===== src/rtl/icetap_jtag_tap_if.sv =====
// Purpose: bundles the JTAG pin and strobe signals of icetap_jtag_tap.
//   slave  : the TAP controller (consumes tms/tdi/icetap_tdo, drives the rest)
//   master : the JTAG host / register block side
// Signals:
//   tms, tdi, icetap_tdo                      host -> TAP
//   tdo, tdo_oe                               TAP  -> pins
//   test_logic_reset, capture_dr, shift_dr,
//   update_dr, scan_n_ir, extest_ir           TAP  -> icetap register block
interface icetap_jtag_tap_if;
  logic tms;
  logic tdi;
  logic icetap_tdo;
  logic tdo;
  logic tdo_oe;
  logic test_logic_reset;
  logic capture_dr;
  logic shift_dr;
  logic update_dr;
  logic scan_n_ir;
  logic extest_ir;

  modport slave (
    input  tms, tdi, icetap_tdo,
    output tdo, tdo_oe, test_logic_reset, capture_dr, shift_dr, update_dr,
           scan_n_ir, extest_ir
  );

  modport master (
    output tms, tdi, icetap_tdo,
    input  tdo, tdo_oe, test_logic_reset, capture_dr, shift_dr, update_dr,
           scan_n_ir, extest_ir
  );
endinterface


===== src/rtl/icetap_jtag_tap.sv =====
// Purpose: IEEE 1149.1 TAP controller with instruction register, IDCODE and
//   BYPASS data registers. Exports DR-phase strobes and IR decodes to the
//   icetap JTAG register block and muxes its serial output onto tdo.
// Ports:
//   tck     JTAG clock, all state changes on the rising edge
//   reset_  asynchronous active-low reset (power-on / TRST)
//   bus     icetap_jtag_tap_if.slave: tms/tdi/icetap_tdo in; tdo, tdo_oe,
//           test_logic_reset, capture_dr, shift_dr, update_dr, scan_n_ir,
//           extest_ir out
module icetap_jtag_tap #(
  parameter int                  IR_BITS      = 4,
  parameter logic [31:0]         IDCODE_VALUE = 32'h1001_41A3,
  parameter logic [IR_BITS-1:0]  OP_EXTEST    = 'h0,
  parameter logic [IR_BITS-1:0]  OP_SCAN_N    = 'h2,
  parameter logic [IR_BITS-1:0]  OP_IDCODE    = 'hE,
  parameter logic [IR_BITS-1:0]  OP_BYPASS    = 'hF
) (
  input  logic               tck,
  input  logic               reset_,
  icetap_jtag_tap_if.slave   bus
);

  typedef enum logic [3:0] {
    S_TLR     = 4'd0,
    S_RTI     = 4'd1,
    S_SEL_DR  = 4'd2,
    S_CAP_DR  = 4'd3,
    S_SH_DR   = 4'd4,
    S_EX1_DR  = 4'd5,
    S_PAU_DR  = 4'd6,
    S_EX2_DR  = 4'd7,
    S_UPD_DR  = 4'd8,
    S_SEL_IR  = 4'd9,
    S_CAP_IR  = 4'd10,
    S_SH_IR   = 4'd11,
    S_EX1_IR  = 4'd12,
    S_PAU_IR  = 4'd13,
    S_EX2_IR  = 4'd14,
    S_UPD_IR  = 4'd15
  } state_t;

  state_t               r_state;
  state_t               w_next;
  logic [IR_BITS-1:0]   r_ir;
  logic [IR_BITS-1:0]   r_ir_shift;
  logic [31:0]          r_idcode_sr;
  logic                 r_bypass_sr;

  logic                 w_sel_idcode;
  logic                 w_sel_scan_n;
  logic                 w_sel_extest;
  logic                 w_sel_bypass;

  // State register
  always_ff @(posedge tck or negedge reset_) begin
    if (!reset_) r_state <= S_TLR;
    else         r_state <= w_next;
  end

  // Next-state logic (1149.1 TMS graph)
  always_comb begin
    w_next = r_state;
    unique case (r_state)
      S_TLR:    w_next = bus.tms ? S_TLR    : S_RTI;
      S_RTI:    w_next = bus.tms ? S_SEL_DR : S_RTI;
      S_SEL_DR: w_next = bus.tms ? S_SEL_IR : S_CAP_DR;
      S_CAP_DR: w_next = bus.tms ? S_EX1_DR : S_SH_DR;
      S_SH_DR:  w_next = bus.tms ? S_EX1_DR : S_SH_DR;
      S_EX1_DR: w_next = bus.tms ? S_UPD_DR : S_PAU_DR;
      S_PAU_DR: w_next = bus.tms ? S_EX2_DR : S_PAU_DR;
      S_EX2_DR: w_next = bus.tms ? S_UPD_DR : S_SH_DR;
      S_UPD_DR: w_next = bus.tms ? S_SEL_DR : S_RTI;
      S_SEL_IR: w_next = bus.tms ? S_TLR    : S_CAP_IR;
      S_CAP_IR: w_next = bus.tms ? S_EX1_IR : S_SH_IR;
      S_SH_IR:  w_next = bus.tms ? S_EX1_IR : S_SH_IR;
      S_EX1_IR: w_next = bus.tms ? S_UPD_IR : S_PAU_IR;
      S_PAU_IR: w_next = bus.tms ? S_EX2_IR : S_PAU_IR;
      S_EX2_IR: w_next = bus.tms ? S_UPD_IR : S_SH_IR;
      S_UPD_IR: w_next = bus.tms ? S_SEL_DR : S_RTI;
      default:  w_next = S_TLR;
    endcase
  end

  // Instruction register: the active IR only moves on Update-IR, or is forced
  // to IDCODE on the very edge that lands in Test-Logic-Reset.
  always_ff @(posedge tck or negedge reset_) begin
    if (!reset_) begin
      r_ir       <= OP_IDCODE;
      r_ir_shift <= '0;
    end else begin
      if (w_next == S_TLR)        r_ir <= OP_IDCODE;
      else if (r_state == S_UPD_IR) r_ir <= r_ir_shift;

      if (r_state == S_CAP_IR)     r_ir_shift <= IR_BITS'(2'b01);
      else if (r_state == S_SH_IR) r_ir_shift <= {bus.tdi, r_ir_shift[IR_BITS-1:1]};
    end
  end

  // IDCODE and BYPASS data registers; Pause/Exit states simply hold.
  always_ff @(posedge tck or negedge reset_) begin
    if (!reset_) begin
      r_idcode_sr <= '0;
      r_bypass_sr <= 1'b0;
    end else if (r_state == S_CAP_DR) begin
      r_idcode_sr <= IDCODE_VALUE;
      r_bypass_sr <= 1'b0;
    end else if (r_state == S_SH_DR) begin
      r_idcode_sr <= {bus.tdi, r_idcode_sr[31:1]};
      r_bypass_sr <= bus.tdi;
    end
  end

  // IR decodes; anything not explicitly listed falls back to BYPASS.
  assign w_sel_idcode = (r_ir == OP_IDCODE);
  assign w_sel_scan_n = (r_ir == OP_SCAN_N);
  assign w_sel_extest = (r_ir == OP_EXTEST);
  assign w_sel_bypass = (r_ir == OP_BYPASS) ||
                        !(w_sel_idcode || w_sel_scan_n || w_sel_extest);

  // Outputs: pure decodes of registered state, so strobes span a full tck cycle.
  always_comb begin
    bus.test_logic_reset = (r_state == S_TLR);
    bus.capture_dr       = (r_state == S_CAP_DR);
    bus.shift_dr         = (r_state == S_SH_DR);
    bus.update_dr        = (r_state == S_UPD_DR);
    bus.scan_n_ir        = w_sel_scan_n;
    bus.extest_ir        = w_sel_extest;
    bus.tdo_oe           = (r_state == S_SH_IR) || (r_state == S_SH_DR);
    bus.tdo              = 1'b0;
    if (r_state == S_SH_IR) begin
      bus.tdo = r_ir_shift[0];
    end else if (r_state == S_SH_DR) begin
      if (w_sel_idcode)                     bus.tdo = r_idcode_sr[0];
      else if (w_sel_scan_n || w_sel_extest) bus.tdo = bus.icetap_tdo;
      else if (w_sel_bypass)                 bus.tdo = r_bypass_sr;
      else                                   bus.tdo = r_bypass_sr;
    end
  end

endmodule


===== src/flat_wrapper.sv =====
// flat-port wrapper written by rule: the top's interface ports become plain ports
module icetap_jtag_tap_flat 
#(
  parameter int                  IR_BITS      = 4,
  parameter logic [31:0]         IDCODE_VALUE = 32'h1001_41A3,
  parameter logic [IR_BITS-1:0]  OP_EXTEST    = 'h0,
  parameter logic [IR_BITS-1:0]  OP_SCAN_N    = 'h2,
  parameter logic [IR_BITS-1:0]  OP_IDCODE    = 'hE,
  parameter logic [IR_BITS-1:0]  OP_BYPASS    = 'hF
)
  (tck, reset_, bus_tms, bus_tdi, bus_icetap_tdo, bus_tdo, bus_tdo_oe, bus_test_logic_reset, bus_capture_dr, bus_shift_dr, bus_update_dr, bus_scan_n_ir, bus_extest_ir);
  icetap_jtag_tap_if bus_i ();
  input  logic tck;
  input  logic reset_;
  input wire logic [$bits(bus_i.tms)-1:0] bus_tms;
  input wire logic [$bits(bus_i.tdi)-1:0] bus_tdi;
  input wire logic [$bits(bus_i.icetap_tdo)-1:0] bus_icetap_tdo;
  output wire logic [$bits(bus_i.tdo)-1:0] bus_tdo;
  output wire logic [$bits(bus_i.tdo_oe)-1:0] bus_tdo_oe;
  output wire logic [$bits(bus_i.test_logic_reset)-1:0] bus_test_logic_reset;
  output wire logic [$bits(bus_i.capture_dr)-1:0] bus_capture_dr;
  output wire logic [$bits(bus_i.shift_dr)-1:0] bus_shift_dr;
  output wire logic [$bits(bus_i.update_dr)-1:0] bus_update_dr;
  output wire logic [$bits(bus_i.scan_n_ir)-1:0] bus_scan_n_ir;
  output wire logic [$bits(bus_i.extest_ir)-1:0] bus_extest_ir;
  assign bus_i.tms = bus_tms;
  assign bus_i.tdi = bus_tdi;
  assign bus_i.icetap_tdo = bus_icetap_tdo;
  assign bus_tdo = bus_i.tdo;
  assign bus_tdo_oe = bus_i.tdo_oe;
  assign bus_test_logic_reset = bus_i.test_logic_reset;
  assign bus_capture_dr = bus_i.capture_dr;
  assign bus_shift_dr = bus_i.shift_dr;
  assign bus_update_dr = bus_i.update_dr;
  assign bus_scan_n_ir = bus_i.scan_n_ir;
  assign bus_extest_ir = bus_i.extest_ir;
  icetap_jtag_tap #(.IR_BITS(IR_BITS), .IDCODE_VALUE(IDCODE_VALUE), .OP_EXTEST(OP_EXTEST), .OP_SCAN_N(OP_SCAN_N), .OP_IDCODE(OP_IDCODE), .OP_BYPASS(OP_BYPASS)) u_core (.tck(tck), .reset_(reset_), .bus(bus_i));
endmodule

===== config.mk =====
export PLATFORM = sky130hd
export DESIGN_NAME = icetap_jtag_tap_flat
export DESIGN_NICKNAME = d
export VERILOG_FILES = /design/src/rtl/icetap_jtag_tap_if.sv /design/src/rtl/icetap_jtag_tap.sv /design/src/flat_wrapper.sv
export SDC_FILE = /design/constraint.sdc
export NUM_CORES = 1
export LEC_CHECK = 0
export BUFFER_PORTS_ARGS = -buffer_cell sky130_fd_sc_hd__clkbuf_2
export CORE_ASPECT_RATIO = 0.9
export CORE_MARGIN = 2
export CORE_UTILIZATION = 59
export DETAILED_ROUTE_END_ITERATION = 10
export HOLD_SLACK_MARGIN = 0.02
export PLACE_DENSITY = 0.88
export SYNTH_ARGS = -nofsm -noshare
export SYNTH_HDL_FRONTEND = slang
export SYNTH_SLANG_ARGS = --single-unit

===== constraint.sdc =====
create_clock -name tck -period 2.1 [get_ports tck]
set_input_delay 0.21 -clock tck [delete_from_list [all_inputs] [get_ports tck]]
set_output_delay 0.21 -clock tck [all_outputs]
set_load 0.05 [all_outputs]

==> reports/metrics.yaml, run 1 <==
outcome: "complete, no violations"
drt-vias-per-instance: 5.90
setup_tns_ns: 0
finalMaxSlewViolations: 0
hold_end: "u_core.r_ir_shift[3]"
drtIter0Drc: 118
finalHoldViolCount: 0
area_growth_pct: 10.9
clkTransAtPathRegs_ns: 0.13
initial_core_util: 0.627
nets: 191
finClkSkew_ns: 0.0122
synth-warning-count: 0
dr_total_vias: 1345
worstReg2RegEnd: "u_core.r_idcode_sr[13]"
ys_types: 39
grt_pass1_vias: 1278
core_area_mm2: 0.00309
use_met1: 0.325
whs_path_depth: 3
p_sw_mw: 1.38
drcViolationCount: 0
tritoncts: "done"
ctsHtreeMaxLevel: 2
drive_gt1_frac: 0.242
syn_nets: 174
final_antenna_net_count: 0
grt.busiest_layer: "met2"
r2r_cells: 5
diodes: 0
die_w_um: 64.4
post-route-period-util: 0.972
crit_fanout: 4
rr_startpoint: "u_core.r_state[3]"
syn_area_per_cell_um2: 11.5
fmax_ghz: 0.490
ys_seq_elements: 44
rsz0062_at_grt: "no"
p_total_mw: 3.30
setup_viol: 0
startpoint_type: "flop"
dpl.hpwl_um: 2400
fp.dieH_um: 58.4
powerDensity_mw_per_mm2: 1540
swShare: 0.417
p_clk_frac: 0.119
place.gp.congestion: 0.855
grt_util_all_layers: 0.229
die_area_mm2: 0.00376
async_reset_ff_frac: 1.00
power_frac_seq: 0.425
ios: 13
max_cap_violations: 0
power.static_leakage_nw: 1.01
worstHoldPathType: "in -> reg"
path_class: "reg -> out"
cts_max_path_buffers: 2
period_minus_slack_ns: 2.04
grt-ovfl-total: 0
drt_pre_antenna_iters: 4
met3_usage: 0.0765
syn_area_mm2: 0.00194
clock_latency_ns: 0.36
worstSetupStartpoint: "u_core.r_ir[2]"
ff2ff_setup_slack_ns: 0.54
postSynthCellCount: 169
synth_ff_type: "dfrtp_1"
fillers: 214
portBuffers: 12
combPwrFrac: 0.455
min_from: "bus_tdi"
grt_antenna_before_repair: 0
fp-row-count: 19
use_met2: 0.332
worst_pin_slew_ns: 0.579
worst_ep_required_time_ns: 1.89
wirelength_um: 3800
ir_worst_vdd_uv: 728
cts.sink_count: 44
cts_buffers: 5
arrival_ns: 1.83
ys_seq_area_frac: 0.570
grt_max_degree: 29
cts-root-buf: "clkbuf_4"
synth_edf_count: 0
max_slew_margin: 0.614
worstSetupEndpointType: "output port"
wl_per_cell_um: 16.7
p_int_mw: 1.93
grt_pass1_wl_um: 6340
## power by group through the flow
stage / Combinational (mW) / Sequential, mW / Clock (mW)
finish: 1.50 / 1.40 / 0.393
global route: 1.66 / 1.44 / 0.428
CTS: 1.46 / 1.40 / 0.396
detailed placement: 1.39 / 1.43 / 0
global placement: 1.34 / 1.41 / 0
floorplan: 1.22 / 1.37 / 0
## kinds of logic (layout without fill, tap and decap cells)
| group | after synthesis | in the layout | synth area share |
|---|---|---|---|
| flops | 44 | 44 | 0.570 |
| simple gates | 45 | 45 | 0.124 |
| compound gates | 58 | 58 | 0.222 |
| mux | 4 | 4 | 0.0207 |
| xor+xnor | 1 | 1 | 0.00452 |
| buf+inv | 17 | 34 | 0.0581 |
## cells in the mapped netlist, types with 2 or more instances
| master | number | share of area |
|---|---|---|
| o22a_1 | 7 | 0.032 |
| o211ai_1 | 2 | 0.0077 |
| or2_2 | 2 | 0.0065 |
| nand3_1 | 2 | 0.0052 |
| buf_6 | 4 | 0.023 |
| nor3_1 | 3 | 0.0077 |
| dfstp_2 | 3 | 0.041 |
| o21ai_0 | 9 | 0.023 |
| clkbuf_1 | 4 | 0.0077 |
| nand2b_1 | 3 | 0.0097 |
| buf_4 | 2 | 0.0077 |
| nand2_1 | 14 | 0.027 |
| inv_1 | 2 | 0.0039 |
| a22o_1 | 24 | 0.11 |
| nor4_1 | 2 | 0.0065 |
| or3_1 | 2 | 0.0065 |
| a21oi_1 | 8 | 0.021 |
| dfrtp_1 | 41 | 0.53 |
| o22ai_1 | 2 | 0.0065 |
| buf_2 | 3 | 0.0077 |
| nor2_1 | 9 | 0.017 |
| mux2i_1 | 4 | 0.021 |
## final cells by class
| class | count | area [um2] | area share |
|---|---|---|---|
| Clock buffer | 5 | 37.5 | 0.0175 |
| Multi-Input combinational cell | 108 | 758 | 0.353 |
| Sequential cell | 44 | 1100 | 0.515 |
| Tap cell | 42 | 52.6 | 0.0245 |
| Timing Repair Buffer | 24 | 163 | 0.0758 |
| Inverter | 3 | 18.8 | 0.00874 |
| Clock inverter | 2 | 12.5 | 0.00583 |
## worst max-delay path by stage
stage	end	cells past startpoint	slack (ns)
4_1_cts	bus_tdo	4	0.03
3_5_place_dp	bus_tdo	4	0.18
5_1_grt	bus_tdo	4	0.006
6_report	bus_tdo	4	0.06
3_3_place_gp	bus_tdo	4	0.21
2_1_floorplan	bus_update_dr	3	0.09
## metrics by stage
step | cells | util | setup slack (ns) | hold WS, ns | cell area [um2]
6_report | 228 | 0.695 | 0.0582 | 0.104 | 2150
5_1_grt | 228 | 0.695 | 0.00617 | 0.101 | 2150
4_1_cts | 225 | 0.687 | 0.0272 | 0.0852 | 2120
3_5_place_dp | 216 | 0.657 | 0.180 | 0.229 | 2030
3_3_place_gp | 216 | 0.657 | 0.209 | 0.216 | 2030
2_1_floorplan | 169 | - | 0.0861 | -0.0856 | 1960
## registers in the layout, summed over array words and instances (netlist names)
register / cells
u_core.r_bypass_sr: 1
u_core.r_idcode_sr: 31
u_core.r_ir: 4
u_core.r_ir_shift: 4
u_core.r_state: 4
## placed cells by master, fill, tap and decap left out, drive strengths merged
| cell type | count |
|---|---|
| dfstp | 3 |
| a21o | 1 |
| dfrtp | 41 |
| a22o | 24 |
| nand2 | 14 |
| nand4 | 1 |
| or3 | 2 |
| a21oi | 8 |
| nor4b | 1 |
| o211ai | 2 |
| nand3b | 1 |
| nor4 | 2 |
| nand4b | 1 |
| clkinv | 1 |
| xor2 | 1 |
| a211oi | 1 |
| or2 | 2 |
| mux2i | 4 |
| nor3 | 3 |
| clkbuf | 16 |
| o22ai | 2 |
| nor2b | 1 |
| a311oi | 1 |
| o22a | 7 |
| o21a | 1 |
| nand3 | 2 |
| clkinvlp | 1 |
| inv | 3 |
| a21boi | 1 |
| buf | 12 |
| o21ai | 9 |
| nand2b | 4 |
| dlygate4sd3 | 1 |
| o31ai | 1 |
| nor2 | 10 |
| or4b | 1 |
## layer usage
layer	vias to the layer above	part of all wire
li1	653	-
met1	663	0.46
met2	21	0.48
met3	8	0.036
met4	0	0.019
met5	-	0
## critical path: stages (launching register included)
cell and delay (ns):
dfstp_2 0.41, or4b_4 0.54, a311oi_2 0.22, a21o_1 0.15, buf_8 0.15
## timing repair
action	4_1_cts	5_1_grt
pin swaps	1	2
hold buffers	1	0
cloned	0	0
buffers inserted	1	3
setup endpoints to repair	1	1
endpoints found under the hold margin	23	0
resized for setup	5	1
Note: power is estimated with default switching activity, not from simulation.
==> run 2: changes to the inputs <==
--- a/config.mk
+++ b/config.mk
@@ -8,10 +8,11 @@
 export BUFFER_PORTS_ARGS = -buffer_cell sky130_fd_sc_hd__clkbuf_2
 export CORE_ASPECT_RATIO = 0.9
 export CORE_MARGIN = 2
-export CORE_UTILIZATION = 59
+export CORE_UTILIZATION = 63
 export DETAILED_ROUTE_END_ITERATION = 10
 export HOLD_SLACK_MARGIN = 0.02
-export PLACE_DENSITY = 0.88
+export PLACE_DENSITY = 0.93
+export SLEW_MARGIN = 25
 export SYNTH_ARGS = -nofsm -noshare
 export SYNTH_HDL_FRONTEND = slang
 export SYNTH_SLANG_ARGS = --single-unit
==> constraint.sdc (replaced) <==
create_clock -name tck -period 2.6 [get_ports tck]
set_input_delay 0.26 -clock tck [delete_from_list [all_inputs] [get_ports tck]]
set_output_delay 0.26 -clock tck [all_outputs]
set_load 0.05 [all_outputs]
==> reports/metrics.yaml, run 2 (same netlist as run 1, synthesis figures left out) <==
max_cap_violations: 0
area_growth_pct: 6.98
period_minus_slack_ns: 2.49
r2r_cells: 4
die_area_mm2: 0.00353
crit_path_end: "bus_capture_dr"
power.static_leakage_nw: 0.976
fin_util: 0.692
nets: 181
portBuffers: 12
grt_util_all_layers: 0.239
setup_viol: 0
p_clk_frac: 0.167
worstSetupEndpointType: "output port"
cts_max_path_buffers: 2
cts.sink_count: 44
max_slew_margin: 0.496
worst_ep_required_time_ns: 2.34
finalMaxSlewViolations: 0
p_total_mw: 2.69
ir_worst_vdd_uv: 795
combPwrFrac: 0.372
hold_ws_ns: 0.149
clock_latency_ns: 0.36
post-route-period-util: 0.958
layout_common_cells: "dfrtp_1 (40), a22o_1 (24), nand2_1 (14), clkbuf_2 (11)"
place.gp.congestion: 0.775
finClkSkew_ns: 0.0130
drt-vias-per-instance: 6.42
final_antenna_net_count: 0
cts_buffers: 5
grt-ovfl-total: 0
finalHoldViolCount: 0
die_w_um: 62.4
grt_max_degree: 45
dp.cells: 210
cts-root-buf: "clkbuf_4"
drtIter0Drc: 131
drcViolationCount: 0
regMostFlops: "u_core.r_idcode_sr"
drive_gt1_frac: 0.181
arrival_ns: 2.23
dpl.hpwl_um: 2600
worst_pin_slew_ns: 0.751
outcome: "complete, no violations"
worstReg2RegEnd: "u_core.r_idcode_sr[26]"
core_area_mm2: 0.00300
grt_antenna_before_repair: 0
p_sw_mw: 1.08
power_frac_seq: 0.462
ctsHtreeMaxLevel: 2
clkTransAtPathRegs_ns: 0.13
largest_reg_flops: 31
ff2ff_setup_slack_ns: 0.52
wirelength_um: 3800
setup_tns_ns: 0
powerDensity_mw_per_mm2: 1300
grt_pass1_vias: 1401
crit_fanout: 18
p_int_mw: 1.60
ios: 13
grt_pass1_wl_um: 6460
initial_core_util: 0.647
final_common_cell: "dfrtp_1"
dr_total_vias: 1405
tritoncts: "done"
rsz0062_at_grt: "no"
diodes: 0
fp.dieH_um: 56.6
fmax_ghz: 0.401
wl_per_cell_um: 17.4
drt_pre_antenna_iters: 4
path_class: "reg -> out"
swShare: 0.403
fin_cells: 219
worstHoldPathType: "in -> reg"
startpoint_type: "flop"
rr_startpoint: "u_core.r_state[0]"
fp-row-count: 19
worstSetupStartpoint: "u_core.r_state[0]"
-- run 2: through the flow --
| stage | instance area (um2) | worst slack, ns |
|---|---|---|
| finish | 2070 | 0.109 |
| global route | 2070 | 0.0408 |
| CTS | 2050 | 0.0354 |
| detailed placement | 1960 | 0.414 |
| global placement | 1960 | 0.497 |
| floorplan | 1940 | 0.0976 |
-- run 2: timing repair --
item,in CTS,in global routing
pin swaps,0,0
endpoints found under the setup margin,1,1
setup buffers,0,0
cloned,0,0
hold buffers,0,1
resized for setup,1,1
endpoints found under the hold margin,0,41
-- run 2: how the worst min path moves through the flow --
stage | from | to | slack (ns) | cells past startpoint
3_5_place_dp | reset_ | u_core.r_idcode_sr[19] | 0.49 | 1
6_report | bus_tdi | u_core.r_bypass_sr | 0.15 | 2
3_3_place_gp | reset_ | u_core.r_idcode_sr[19] | 0.46 | 1
5_1_grt | bus_tdi | u_core.r_bypass_sr | 0.16 | 2
2_1_floorplan | reset_ | u_core.r_bypass_sr | -0.04 | 0
4_1_cts | reset_ | u_core.r_idcode_sr[19] | 0.1 | 1
-- run 2: power by group through the flow --
stage | Sequential [mW] | Combinational, mW | Clock, mW
CTS | 1.23 | 1.00 | 0.453
global placement | 1.21 | 0.929 | 0
floorplan | 1.10 | 0.970 | 0
global route | 1.28 | 1.10 | 0.481
finish | 1.24 | 0.999 | 0.448
detailed placement | 1.24 | 0.991 | 0
-- run 2: metal layers --
metal,wire length [um],GRT usage
met5,0,0
met4,97,0.105
met3,131,0.0501
met2,1940,0.389
met1,1630,0.313
-- run 2: area by class of cell --
type	count	area [um2]
Sequential cell	44	1110
Fill cell	221	923
Multi-Input combinational cell	108	724
Timing Repair Buffer	14	80.1
Tap cell	42	52.6
Clock buffer	6	51.3
Clock inverter	2	38.8
Inverter	3	18.8
-- run 2: critical path: stages (launching register included) --
cell	delay, ns
dfrtp_1	0.69
nand2_1	0.17
nor3_1	0.61
clkbuf_2	0.40
==> run 3: changes to the inputs <==
--- a/config.mk
+++ b/config.mk
@@ -5,13 +5,14 @@
 export SDC_FILE = /design/constraint.sdc
 export NUM_CORES = 1
 export LEC_CHECK = 0
+export ABC_AREA = 1
 export BUFFER_PORTS_ARGS = -buffer_cell sky130_fd_sc_hd__clkbuf_2
 export CORE_ASPECT_RATIO = 0.9
 export CORE_MARGIN = 2
 export CORE_UTILIZATION = 63
 export DETAILED_ROUTE_END_ITERATION = 10
 export HOLD_SLACK_MARGIN = 0.02
-export PLACE_DENSITY = 0.93
+export PLACE_DENSITY = 0.92
 export SLEW_MARGIN = 25
 export SYNTH_ARGS = -nofsm -noshare
 export SYNTH_HDL_FRONTEND = slang
==> reports/metrics.yaml, run 3 <==
outcome: "complete, no violations"
synth.area.mux_share: 0
place.gp.congestion: 1.00
arrival_ns: 1.94
place_area_mm2: 0.00206
final_antenna_net_count: 0
final_area_mm2: 0.00215
grt_pass1_wl_um: 6200
wl_per_cell_um: 12.5
finClkSkew_ns: 0.00707
postSynthCellCount: 229
fp.dieH_um: 56.9
powerDensity_mw_per_mm2: 1150
worst_pin_slew_ns: 0.518
tritoncts: "done"
grt_antenna_before_repair: 0
worst_path_max_delay_cell: "dfrtp_1"
whs_path_depth: 3
ios: 13
regMostFlops: "u_core.r_idcode_sr"
ys_types: 19
area_growth_pct: 9.85
r2r_cells: 7
initial_core_util: 0.648
drtIter0Drc: 162
period_minus_slack_ns: 2.20
path_class: "reg -> out"
synth-warning-count: 0
postCtsSetupRepairBufs: 0
synth_edf_count: 0
multiInputGateArea_um2: 611
finalMaxSlewViolations: 0
worstReg2RegEnd: "u_core.r_idcode_sr[7]"
nets: 251
die_area_mm2: 0.00357
synth_ff_type: "dfrtp_1"
synth-adder-area-share: 0
cts_max_path_buffers: 2
largest_reg_flops: 31
dpl.hpwl_um: 2580
fp-row-count: 19
ctsHtreeMaxLevel: 2
fin_cells: 289
synth_top_area_share: 0.524
worst_ep_required_time_ns: 2.34
setup_tns_ns: 0
drt_pre_antenna_iters: 4
max_slew_margin: 0.655
portBuffers: 12
worstHoldPathType: "in -> reg"
rsz0062_at_grt: "no"
core_area_mm2: 0.00302
synth.most_common_cell: "inv_1"
crit_fanout: 17
cts_buffers: 5
die_w_um: 62.7
setup_viol: 0
ys_seq_area_frac: 0.565
power.static_leakage_nw: 1.20
cts.sink_count: 44
fmax_ghz: 0.454
worstSetupEndpointType: "output port"
finalHoldViolCount: 0
grt_pass1_vias: 1402
grt_util_all_layers: 0.228
wirelength_um: 3620
post-route-period-util: 0.847
syn_nets: 234
ir_worst_vdd_uv: 706
synth-simple-area-share: 0.172
cts-root-buf: "clkbuf_4"
diodes: 0
final-seq-area_mm2: 0.00110
ys_seq_elements: 44
clkTransAtPathRegs_ns: 0.12
clock_latency_ns: 0.35
hold_end: "u_core.r_ir_shift[3]"
syn_area_per_cell_um2: 8.55
startpoint_type: "flop"
synth_top_cell_by_area: "dfrtp_1"
synth_common_cells: "inv_1 (55), dfrtp_1 (41), nand2_1 (37)"
async_reset_ff_frac: 1.00
rr_startpoint: "u_core.r_state[0]"
max_cap_violations: 0
grt-ovfl-total: 0
layout_common_cells: "inv_1 (55), dfrtp_1 (41), nand2_1 (37), o22ai_1 (25), nor2_1 (22)"
ys_top_cells_by_area: "dfrtp_1 (52%), inv_1 (11%), o22ai_1 (8.0%)"
cp_cell_sequence: "nor2_1 > nand2_2 > buf_4 > inv_2 > clkbuf_2"
drcViolationCount: 0
dr_total_vias: 1503
critPathMaxStageDelay_ns: 0.46
synth_top_family_by_area: "simple AND/OR/NAND/NOR gates"
fin_util: 0.712
ff2ff_setup_slack_ns: 0.82
final_common_cell: "inv_1"
min_from: "bus_tdi"
fillers: 246
synth_xor_area_frac: 0
syn_area_mm2: 0.00196
dp.cells: 280
synth_compound_area_frac: 0.140
drive_gt1_frac: 0.146
grt_max_degree: 45
drt-vias-per-instance: 5.20
-- run 3: worst max-delay path: cells and delay by family (launching register included) --
family / cells / cell delay [ns]
buf+inv: 3 / 0.67
simple gates: 2 / 0.46
flops: 1 / 0.46
-- run 3: repair_timing --
| action | in CTS | in global routing |
|---|---|---|
| hold buffers | 0 | 1 |
| endpoints found under the hold margin | 0 | 41 |
| resized for setup | 0 | 0 |
-- run 3: worst max-delay path by stage --
stage | startpoint | slack, ns | cells past startpoint | end
floorplan | u_core.r_state[0] | 0.64 | 4 | bus_tdo
global placement | u_core.r_state[0] | 0.85 | 5 | bus_shift_dr
global route | u_core.r_state[0] | 0.24 | 5 | bus_shift_dr
finish | u_core.r_state[0] | 0.40 | 5 | bus_shift_dr
CTS | u_core.r_state[0] | 0.40 | 5 | bus_shift_dr
detailed placement | u_core.r_state[0] | 0.82 | 5 | bus_shift_dr
-- run 3: power by group --
| part | switching [mW] | internal (mW) | total, mW |
|---|---|---|---|
| Clock | 0.214 | 0.202 | 0.415 |
| Combinational | 0.694 | 0.313 | 1.01 |
| Sequential | 0.107 | 0.932 | 1.04 |
-- run 3: metrics by stage --
stage / total power [mW] / hold slack, ns / setup slack (ns)
2_1_floorplan: 1.82 / -0.0356 / 0.642
3_3_place_gp: 2.01 / 0.468 / 0.848
3_5_place_dp: 2.05 / 0.479 / 0.818
4_1_cts: 2.47 / 0.0898 / 0.403
5_1_grt: 2.64 / 0.173 / 0.240
6_report: 2.46 / 0.186 / 0.398
-- run 3: routing by layer --
layer	vias up	track usage	share of wire
li1	758	-	-
met1	708	0.309	0.48
met2	31	0.359	0.47
met3	6	0.0501	0.037
met4	0	0.0952	0.016
met5	-	0	0
-- run 3: cell families after synthesis --
kind of cell | count (synthesis)
buffers and inverters | 63
AOI/OAI and AO/OA | 45
DFF | 44
and+or+nand+nor | 77
-- run 3: final cells by class --
cell class | instances | area share
repair buffers | 15 | 0.0407
multi-input cells | 122 | 0.284
clock inverters | 2 | 0.0163
flip-flops and latches | 44 | 0.514
well taps | 42 | 0.0244
clock buffers | 6 | 0.0192
inverters | 58 | 0.101
